`src/rtl/bsg_manycore_io_credit_endpoint_pkg.sv`:
```
// Shared encodings and link width helpers for the manycore host IO endpoint.
package bsg_manycore_io_credit_endpoint_pkg;

    typedef enum logic [1:0] {
        e_io_req_load  = 2'd0,
        e_io_req_store = 2'd1,
        e_io_req_fence = 2'd2,
        e_io_req_rsvd  = 2'd3
    } bsg_manycore_io_req_op_e;

    typedef enum logic [1:0] {
        e_remote_load  = 2'd0,
        e_remote_store = 2'd1
    } bsg_manycore_packet_op_e;

    typedef enum logic [1:0] {
        e_return_credit = 2'd0,
        e_return_int_wb = 2'd1
    } bsg_manycore_return_packet_type_e;

    typedef enum logic {
        e_ep_send,
        e_ep_fence
    } bsg_manycore_io_ep_state_e;

    localparam int op_ex_width_gp  = 4;
    localparam int reg_id_width_gp = 5;

    function automatic int fwd_packet_width(int a, int d, int x, int y);
        return a + 2 + op_ex_width_gp + reg_id_width_gp + d + 2*y + 2*x;
    endfunction

    function automatic int ret_packet_width(int d, int x, int y);
        return 2 + d + reg_id_width_gp + y + x;
    endfunction

    // Each direction carries {v, packet, ready for the opposite direction}.
    function automatic int link_sif_width(int a, int d, int x, int y);
        return fwd_packet_width(a, d, x, y) + ret_packet_width(d, x, y) + 4;
    endfunction

endpackage

```
`src/rtl/bsg_manycore_io_credit_endpoint_credit_counter.sv`:
```
// Outstanding-credit counter with a sticky watchdog for lost responses.
module bsg_manycore_io_credit_counter
    import bsg_manycore_io_credit_endpoint_pkg::*;
#(
    parameter int max_out_credits_p = 16,
    parameter int timeout_cycles_p  = 1024,
    parameter int credit_width_lp   = $clog2(max_out_credits_p+1)
) (
    input  logic                       clk_i,
    input  logic                       reset_n_i,
    input  logic                       send_i,
    input  logic                       return_i,
    output logic [credit_width_lp-1:0] credits_o,
    output logic                       full_o,
    output logic                       avail_o,
    output logic                       timeout_o
);

    localparam int wd_width_lp = $clog2(timeout_cycles_p);
    localparam logic [credit_width_lp-1:0] max_lp =
        credit_width_lp'(max_out_credits_p);
    localparam logic [wd_width_lp-1:0] wd_lim_lp =
        wd_width_lp'(timeout_cycles_p-1);

    logic [credit_width_lp-1:0] credits_r;
    logic [wd_width_lp-1:0]     wd_r, wd_n;
    logic                       timeout_r;
    logic                       ret_eff;

    assign full_o    = (credits_r == max_lp);
    assign avail_o   = (credits_r != '0);
    assign credits_o = credits_r;
    assign timeout_o = timeout_r;
    assign ret_eff   = return_i & ~full_o;

    always_ff @(posedge clk_i or negedge reset_n_i) begin
        if (!reset_n_i) begin
            credits_r <= max_lp;
        end else begin
            credits_r <= credits_r
                       - credit_width_lp'(send_i)
                       + credit_width_lp'(ret_eff);
        end
    end

    always_comb begin
        wd_n = wd_r;
        if (return_i | full_o) begin
            wd_n = '0;
        end else if (wd_r != wd_lim_lp) begin
            wd_n = wd_r + 1'b1;
        end
    end

    always_ff @(posedge clk_i or negedge reset_n_i) begin
        if (!reset_n_i) begin
            wd_r      <= '0;
            timeout_r <= 1'b0;
        end else begin
            wd_r      <= wd_n;
            timeout_r <= timeout_r | (wd_n == wd_lim_lp);
        end
    end

    always_ff @(posedge clk_i) begin
        if (reset_n_i && return_i) begin
            assert (!full_o)
            else $error("credit return with no outstanding request");
        end
    end

endmodule

```
`src/rtl/bsg_manycore_io_credit_endpoint.sv`:
```
// Host-side credit endpoint driving one IO-row p-port of the manycore.
module bsg_manycore_io_credit_endpoint
    import bsg_manycore_io_credit_endpoint_pkg::*;
#(
    parameter int addr_width_p      = 28,
    parameter int data_width_p      = 32,
    parameter int x_cord_width_p    = 4,
    parameter int y_cord_width_p    = 3,
    parameter int max_out_credits_p = 16,
    parameter int resp_fifo_els_p   = 4,
    parameter int timeout_cycles_p  = 1024,
    parameter int link_sif_width_lp = link_sif_width(
        addr_width_p, data_width_p, x_cord_width_p, y_cord_width_p),
    parameter int credit_width_lp   = $clog2(max_out_credits_p+1)
) (
    input  logic                         clk_i,
    input  logic                         reset_n_i,
    input  logic [x_cord_width_p-1:0]    my_x_i,
    input  logic [y_cord_width_p-1:0]    my_y_i,
    input  logic                         req_v_i,
    output logic                         req_ready_o,
    input  logic [1:0]                   req_op_i,
    input  logic [addr_width_p-1:0]      req_addr_i,
    input  logic [data_width_p-1:0]      req_data_i,
    input  logic [x_cord_width_p-1:0]    req_x_i,
    input  logic [y_cord_width_p-1:0]    req_y_i,
    input  logic [link_sif_width_lp-1:0] link_sif_i,
    output logic [link_sif_width_lp-1:0] link_sif_o,
    output logic                         resp_v_o,
    output logic [data_width_p-1:0]      resp_data_o,
    input  logic                         resp_yumi_i,
    output logic [credit_width_lp-1:0]   out_credits_o,
    output logic                         idle_o,
    output logic                         timeout_o
);

    typedef struct packed {
        logic [addr_width_p-1:0]    addr;
        logic [1:0]                 op;
        logic [op_ex_width_gp-1:0]  op_ex;
        logic [reg_id_width_gp-1:0] reg_id;
        logic [data_width_p-1:0]    data;
        logic [y_cord_width_p-1:0]  src_y;
        logic [x_cord_width_p-1:0]  src_x;
        logic [y_cord_width_p-1:0]  y_cord;
        logic [x_cord_width_p-1:0]  x_cord;
    } fwd_packet_s;

    typedef struct packed {
        logic [1:0]                 pkt_type;
        logic [data_width_p-1:0]    data;
        logic [reg_id_width_gp-1:0] reg_id;
        logic [y_cord_width_p-1:0]  y_cord;
        logic [x_cord_width_p-1:0]  x_cord;
    } ret_packet_s;

    typedef struct packed {
        logic        v;
        fwd_packet_s data;
        logic        ready_and_rev;
    } fwd_link_s;

    typedef struct packed {
        logic        v;
        ret_packet_s data;
        logic        ready_and_rev;
    } rev_link_s;

    typedef struct packed {
        fwd_link_s fwd;
        rev_link_s rev;
    } link_sif_s;

    typedef struct packed {
        bsg_manycore_io_req_op_e   op;
        logic [addr_width_p-1:0]   addr;
        logic [data_width_p-1:0]   data;
        logic [x_cord_width_p-1:0] x_cord;
        logic [y_cord_width_p-1:0] y_cord;
    } req_s;

    localparam int resp_ptr_w_lp = $clog2(resp_fifo_els_p);
    localparam int resp_cnt_w_lp = $clog2(resp_fifo_els_p+1);

    link_sif_s link_in, link_out;
    assign link_in    = link_sif_i;
    assign link_sif_o = link_out;

    // Host request staging: two-entry FIFO.
    req_s       req_mem [2];
    req_s       req_in, head;
    logic       req_wptr, req_rptr;
    logic [1:0] req_cnt;
    logic       req_enq, req_deq, head_v;

    assign req_in = '{op:     bsg_manycore_io_req_op_e'(req_op_i),
                      addr:   req_addr_i,
                      data:   req_data_i,
                      x_cord: req_x_i,
                      y_cord: req_y_i};

    assign req_ready_o = reset_n_i & (req_cnt != 2'd2);
    assign req_enq     = req_v_i & req_ready_o;
    assign head_v      = (req_cnt != 2'd0);
    assign head        = req_mem[req_rptr];

    always_ff @(posedge clk_i or negedge reset_n_i) begin
        if (!reset_n_i) begin
            req_wptr <= 1'b0;
            req_rptr <= 1'b0;
            req_cnt  <= 2'd0;
        end else begin
            if (req_enq) req_wptr <= ~req_wptr;
            if (req_deq) req_rptr <= ~req_rptr;
            req_cnt <= req_cnt + 2'(req_enq) - 2'(req_deq);
        end
    end

    always_ff @(posedge clk_i) begin
        if (req_enq) req_mem[req_wptr] <= req_in;
    end

    // Credits and watchdog.
    logic fwd_v, fwd_fire, ret_fire, rev_ready;
    logic credits_full, credits_avail;

    assign fwd_fire = fwd_v & link_in.fwd.ready_and_rev;

    bsg_manycore_io_credit_counter #(
        .max_out_credits_p(max_out_credits_p),
        .timeout_cycles_p (timeout_cycles_p)
    ) counter (
        .clk_i    (clk_i),
        .reset_n_i(reset_n_i),
        .send_i   (fwd_fire),
        .return_i (ret_fire),
        .credits_o(out_credits_o),
        .full_o   (credits_full),
        .avail_o  (credits_avail),
        .timeout_o(timeout_o)
    );

    // Injection FSM.
    bsg_manycore_io_ep_state_e state_r, state_n;

    always_ff @(posedge clk_i or negedge reset_n_i) begin
        if (!reset_n_i) state_r <= e_ep_send;
        else            state_r <= state_n;
    end

    always_comb begin
        state_n = state_r;
        unique case (state_r)
            e_ep_send:
                if (head_v && head.op == e_io_req_fence)
                    state_n = e_ep_fence;
            e_ep_fence:
                if (credits_full) state_n = e_ep_send;
            default: state_n = e_ep_send;
        endcase
    end

    always_comb begin
        fwd_v   = 1'b0;
        req_deq = 1'b0;
        unique case (state_r)
            e_ep_send: begin
                if (head_v) begin
                    unique case (head.op)
                        e_io_req_load, e_io_req_store: begin
                            fwd_v   = credits_avail;
                            req_deq = fwd_fire;
                        end
                        e_io_req_rsvd: req_deq = 1'b1;
                        default: ;
                    endcase
                end
            end
            e_ep_fence: req_deq = credits_full;
            default: ;
        endcase
    end

    assign idle_o = credits_full & (state_r == e_ep_send) & ~head_v;

    // Response queue fed by load returns.
    logic [data_width_p-1:0]  resp_mem [resp_fifo_els_p];
    logic [resp_ptr_w_lp-1:0] resp_wptr, resp_rptr;
    logic [resp_cnt_w_lp-1:0] resp_cnt;
    logic                     resp_full, resp_enq, resp_deq;

    assign resp_full = (resp_cnt == resp_cnt_w_lp'(resp_fifo_els_p));
    assign rev_ready = reset_n_i & ~resp_full;
    assign ret_fire  = link_in.rev.v & rev_ready;
    assign resp_enq  = ret_fire
                     & (link_in.rev.data.pkt_type == e_return_int_wb);
    assign resp_v_o    = (resp_cnt != '0);
    assign resp_deq    = resp_yumi_i & resp_v_o;
    assign resp_data_o = resp_mem[resp_rptr];

    always_ff @(posedge clk_i or negedge reset_n_i) begin
        if (!reset_n_i) begin
            resp_wptr <= '0;
            resp_rptr <= '0;
            resp_cnt  <= '0;
        end else begin
            if (resp_enq)
                resp_wptr <= (resp_wptr == resp_ptr_w_lp'(resp_fifo_els_p-1))
                           ? '0 : resp_wptr + 1'b1;
            if (resp_deq)
                resp_rptr <= (resp_rptr == resp_ptr_w_lp'(resp_fifo_els_p-1))
                           ? '0 : resp_rptr + 1'b1;
            resp_cnt <= resp_cnt
                      + resp_cnt_w_lp'(resp_enq)
                      - resp_cnt_w_lp'(resp_deq);
        end
    end

    always_ff @(posedge clk_i) begin
        if (resp_enq) resp_mem[resp_wptr] <= link_in.rev.data.data;
    end

    always_comb begin
        link_out = '0;
        link_out.fwd.v           = fwd_v;
        link_out.fwd.data.addr   = head.addr;
        link_out.fwd.data.op     = (head.op == e_io_req_store)
                                 ? e_remote_store : e_remote_load;
        link_out.fwd.data.data   = head.data;
        link_out.fwd.data.src_x  = my_x_i;
        link_out.fwd.data.src_y  = my_y_i;
        link_out.fwd.data.x_cord = head.x_cord;
        link_out.fwd.data.y_cord = head.y_cord;
        link_out.rev.ready_and_rev = rev_ready;
    end

    // Inbound requests and return routing fields are not consumed here.
    logic unused_link_bits;
    assign unused_link_bits = ^{link_in.fwd.v,
                                link_in.fwd.data,
                                link_in.rev.ready_and_rev,
                                link_in.rev.data.reg_id,
                                link_in.rev.data.y_cord,
                                link_in.rev.data.x_cord};

endmodule

```
`config.mk`:
```
export PLATFORM = sky130hd
export DESIGN_NAME = bsg_manycore_io_credit_endpoint
export DESIGN_NICKNAME = d
export VERILOG_FILES = /design/src/rtl/bsg_manycore_io_credit_endpoint_pkg.sv /design/src/rtl/bsg_manycore_io_credit_endpoint_credit_counter.sv /design/src/rtl/bsg_manycore_io_credit_endpoint.sv
export SDC_FILE = /design/constraint.sdc
export NUM_CORES = 1
export LEC_CHECK = 0
export BUFFER_PORTS_ARGS = -buffer_cell sky130_fd_sc_hd__buf_2
export CAP_MARGIN = 0
export CORE_MARGIN = 2
export CORE_UTILIZATION = 52
export CTS_BUF_LIST = sky130_fd_sc_hd__clkbuf_8
export DETAILED_ROUTE_END_ITERATION = 8
export MAX_ROUTING_LAYER = met4
export PLACE_DENSITY = 0.91
export SYNTH_ARGS = -nofsm -noshare
export SYNTH_HDL_FRONTEND = slang
export SYNTH_SLANG_ARGS = --single-unit
```
`constraint.sdc`:
```
create_clock -name clk_i -period 4.8 [get_ports clk_i]
set_input_delay 0.48 -clock clk_i [delete_from_list [all_inputs] [get_ports clk_i]]
set_output_delay 0.48 -clock clk_i [all_outputs]
set_load 0.1 [all_outputs]
```
# Word level (Yosys, flattened, before mapping)
# Memory sizes are Yosys's and may differ from the RTL's.
# Cells that the tools add are included.
# classes
n_addsub	9
n_mux	18
div	0
mul	0
n_eq_ne	11
n_reduce_logical	6
order_cmp	0
n_bitwise	18
shift	0
# ops
cell	n
2-to-1 mux 10 bit	2
2-to-1 mux 1 bit	11
adder 10 x 1 -> 10 bit (second input constant)	1
AND 1 bit	10
== test 10 bit (second input constant)	1
!= test 10 bit (second input constant)	1
== test 2 bit (second input constant)	4
inverter 1 bit	6
case mux 1 bit (2 select lines)	3
adder 5 x 1 -> 5 bit	1
== test 5 bit (second input constant)	1
nonzero test 5 bit	1
subtractor 5 x 1 -> 5 bit	1
adder 2 x 1 -> 2 bit (second input constant)	2
== test 2 x 1 -> 1 bit (second input constant)	2
2-to-1 mux 2 bit	2
adder 3 x 1 -> 3 bit	1
== test 3 bit (second input constant)	1
nonzero test 3 bit	1
subtractor 3 x 1 -> 3 bit	1
adder 2 x 1 -> 2 bit	1
logical NOT 2 bit	1
!= test 2 bit (second input constant)	1
OR 1 bit	2
4 further kinds	4
# word_totals
n_memories	2
output_inout_bits	176
inputBits	215
romBits	0
regBits	28
ramBits	266
latchBits	0
# mem_list
memory	depth	width	rd	rd_ports_with_merged_regs	wr	line	text
req_mem	2	69	1	0	1	bsg_manycore_io_credit_endpoint.sv:90	req_s req_mem [2];
resp_mem	4	32	1	0	1	bsg_manycore_io_credit_endpoint.sv:187	logic [data_width_p-1:0] resp_mem [resp_fifo_els_p];

# Depth between registers and ports, before layout
# An unclocked memory read counts as a cell.
# logic_depth
depth_word	11
mapped_depth	14
mapped_depth_nobuf	14

# Cells and area by module
# From an unflattened synthesis, not the netlist that was laid out.
# unflattened
cells_unflattened	633
hier_area_um2	11931.4
# by_module_without_submodules
mod	area_each_um2	n_inst	seq_area_each_um2	cells_per_inst
bsg_manycore_io_credit_endpoint	10924.2	1	8287.9	533
bsg_manycore_io_credit_counter	1007.2	1	401.6	100

# Least setup slack after synthesis
# Ideal clock, no wire load.
# synth_path
path_type	input -> register
from	input reset_n_i
to	memory req_mem[0][0] (netlist name), enable pin
t_arrival_ps	5297
cell_stages	3
setup_time_ps	497
t_required_ps	4303
path_slack_ps	-994
cell_sequence	a21boi_1 -> nand2_1 -> nor2_1
# synth_between
elab_chain_len	4
# synth_rtl
item	line	text
start: declaration	bsg_manycore_io_credit_endpoint.sv:17	input logic reset_n_i,
AND 1 bit	bsg_manycore_io_credit_endpoint.sv:102	assign req_ready_o = reset_n_i & (req_cnt != 2'd2);
AND 1 bit	bsg_manycore_io_credit_endpoint.sv:103	assign req_enq = req_v_i & req_ready_o;
2-to-1 mux 1 bit	bsg_manycore_io_credit_endpoint.sv:120	if (req_enq) req_mem[req_wptr] <= req_in;
2-to-1 mux 1 bit (not written as such)	bsg_manycore_io_credit_endpoint.sv:120	
end: declaration	bsg_manycore_io_credit_endpoint.sv:90	
# Every way passes these cells.

# Final worst setup path
# layout_path
from	register resp_rptr[0]
to	output resp_data_o[10]
# layout_between
elab_chain_len	1
# layout_rtl
item	line	text
start: declaration	bsg_manycore_io_credit_endpoint.sv:188	logic [resp_ptr_w_lp-1:0] resp_wptr, resp_rptr;
start signal: assignment	bsg_manycore_io_credit_endpoint.sv:211	resp_rptr <= (resp_rptr == resp_ptr_w_lp'(resp_fifo_els_p-1))
memory read (4 x 32 bit)	--	
end: declaration	bsg_manycore_io_credit_endpoint.sv:30	output logic [data_width_p-1:0] resp_data_o,
# Every way passes these cells.

==> flow_metrics.py <==
metrics = {
    "logic_synthesis": {
        "synth_seq_cells": 294,
        "ys.flop_type": "edfxtp_1",
        "synth_edf_count": 266,
        "netlist_area_um2": 11800,
        "syn_avg_cell_area_um2": 18.9,
        "yosysWarnings": 0,
        "synth_cell_type_count": 50,
        "synthArstFlopShare_pct": 9.52,
        "syn_inst": 624,
        "ys_seq_area_share_pct": 73.8,
    },
    "timing": {
        "grt_setup_unrepaired": "no",
        "period_needed_ns": 3.15,
        "skew_ns": 0.0191,
        "fmax_mhz": 318,
        "max-slew-margin-rel_pct": 37.4,
        "fin_tns_setup_ns": 0,
        "setup_viol": 0,
        "timing_hold_violations_final": 0,
        "fin_crit_sh_pct": 65.5,
        "report.final.slew_viol_count": 0,
        "tightest_slew_ns": 0.939,
    },
    "die": {
        "die_area_um2": 23900,
        "ios": 391,
        "coreArea_um2": 22400,
        "start_util_pct": 52.5,
        "die_h_um": 154,
        "rows": 55,
        "die_x_um": 154,
    },
    "place": {
        "portBuffers": 219,
        "dp_hpwl_um": 14600,
        "place_congestion": 0.813,
        "placed_cell_area_um2": 13000,
    },
    "detailed_routing": {
        "wl_per_cell_um": 18.6,
        "viasPerCell": 5.18,
        "wl_um": 22200,
        "route.vias.total": 6181,
        "drtIter0Drc": 334,
        "first_pass_iters": 4,
        "ant_nets": 0,
        "drc_errors": 0,
    },
    "worst_setup_path": {
        "required_ns": 4.32,
        "path_max_fanout": 26,
        "cp_slowest_cell": "dfrtp_2",
        "critPathKind": "reg2out",
        "rr_startpoint": "resp_cnt[1]$_DFF_PN0_",
        "crit_start": "resp_rptr[0]$_DFFE_PN0P_",
        "worstPathCellList": "buf_4 > mux4_2 > buf_2",
        "r2r_setup_slack_ns": 1.96,
        "cp_top_family": "flip-flops",
        "cp.buffers_inverters": 2,
        "endpoint_kind": "output port",
        "max_stage_delay_ns": 0.90,
        "worst_setup_path_start_kind": "flip-flop",
        "reg2regPathDepth": 6,
        "arrival_ns": 2.67,
        "rr_endpoint": "resp_mem[2][11]$_DFFE_PP_",
    },
    "clock_tree": {
        "path_clk_slew_ns": 0.06,
        "clock-root-buffer": "clkbuf_8",
        "cts_num_sinks": 294,
        "htreeDepth": 2,
        "cts_buffers": 45,
        "clockBufferDepth": 3,
        "cts_tree": "built",
        "insertion_delay_ns": 0.53,
    },
    "final_layout": {
        "design.final.nets": 1106,
        "final_common_cell": "edfxtp_1",
        "syn_to_final_growth_pct": 17.5,
        "fill_cells": 1597,
        "final_cell_mix": "edfxtp_1, buf_2, mux2_2",
        "final_cell_area_um2": 13800,
        "fin_util_pct": 61.6,
        "layout-drive-gt1-share_pct": 43.6,
    },
    "global_route": {
        "grt_pass1_wl_um": 33100,
        "grt-ovfl-total": 0,
        "grt_start_max_net_pins": 73,
        "grt_pass1_vias": 6266,
        "grt_usage_pct": 18.4,
        "antenna_found_initial": 2,
    },
    "flow_run": {
        "maxCapViolCount": 0,
    },
    "worst_hold_path": {
        "min_to": "req_mem[1][2]$_DFFE_PP_",
        "holdPathStages": 1,
        "min-delay-start": "req_y_i[2]",
        "hold_class": "in2reg",
    },
    "status": {
        "status": "completed",
    },
}
==> through the flow <==
step | instances | setup slack [ns] | hold slack (ns)
after floorplan | 681 | 0.152 | 0.184
after global placement | 1110 | 2.02 | 0.452
after detailed placement | 1110 | 1.93 | 0.469
after CTS | 1192 | 1.54 | 0.0909
after global routing | 1194 | 1.44 | 0.0973
final | 1194 | 1.65 | 0.129
==> area by class of cell <==
type                       count  area (um2)  area share (%)
clock inverter                35         205            1.48
inverter                      22        82.6           0.597
sequential                   294        8690            62.9
tap                          285         357            2.58
multi-input combinational    280        2640            19.1
timing repair buffer         230        1210            8.72
antenna                        2        5.00          0.0362
clock buffer                  46         633            4.58
==> cell families (layout without fill, tap and decap cells) <==
logic type,Yosys count,after routing,share of synthesized area (%)
compound gates,23,23,1.56
other cells,1,60,0.0319
flops,294,294,73.8
mux,106,106,13.2
xor+xnor,13,13,0.967
fa+ha+maj,18,18,2.04
simple gates,62,62,2.80
buf+inv,107,333,5.60
==> layer usage <==
layer  vias up  global-route usage, %  wire length (um)
li1       2791                      -                 -
met1      3122                   22.3              8580
met2       219                   31.3             11800
met3        49                   3.87              1280
met4         0                   6.13               535
met5         -                      -                 0
==> cell usage after synthesis (all sizes together) (4+ instances only) <==
cell,n,share of area (%)
and2,7,0.37
and3,4,0.26
buf,79,4.7
clkbuf,6,0.19
dfrtp,27,5.7
edfxtp,266,68
ha,16,1.7
inv,22,0.70
mux2,71,6.8
mux4,32,6.1
nand2,9,0.29
nand3,5,0.21
nor2,19,0.61
nor3,5,0.21
xnor2,10,0.74
==> registers in the layout (all words and copies together) (netlist names) <==
register	flops
req_mem	138
resp_mem	128
counter.wd_r	10
counter.credits_o	5
resp_cnt	3
req_cnt	2
resp_rptr	2
resp_wptr	2
counter.timeout_o	1
req_rptr	1
req_wptr	1
state_r	1
==> worst reg2reg max path, stage by stage, from the launching register on <==
cell,delay (ns)
dfrtp_1,0.41
nor2_1,0.06
nand2_1,0.14
nand3_1,0.14
nor3b_1,0.76
and2_1,0.74
buf_12,0.27
==> worst max-delay path by stage <==
stage / to / slack [ns] / depth (start not counted)
after floorplan: req_mem[0][0]$_DFFE_PP_ / 0.15 / 3
after global placement: resp_mem[2][6]$_DFFE_PP_ / 2.02 / 6
after detailed placement: resp_mem[2][6]$_DFFE_PP_ / 1.93 / 6
after CTS: resp_data_o[18] / 1.54 / 3
after global routing: resp_data_o[18] / 1.44 / 3
final: resp_data_o[10] / 1.65 / 3
==> what timing repair did <==
action,CTS,global route
hold buffers,1,0
resized for setup,0,0
hold endpoints to repair,27,0
buffers inserted,0,0
setup endpoints to repair,0,0
Power is not shown: default switching activity piles up to over one toggle a cycle in this logic, so the estimate is an artifact.
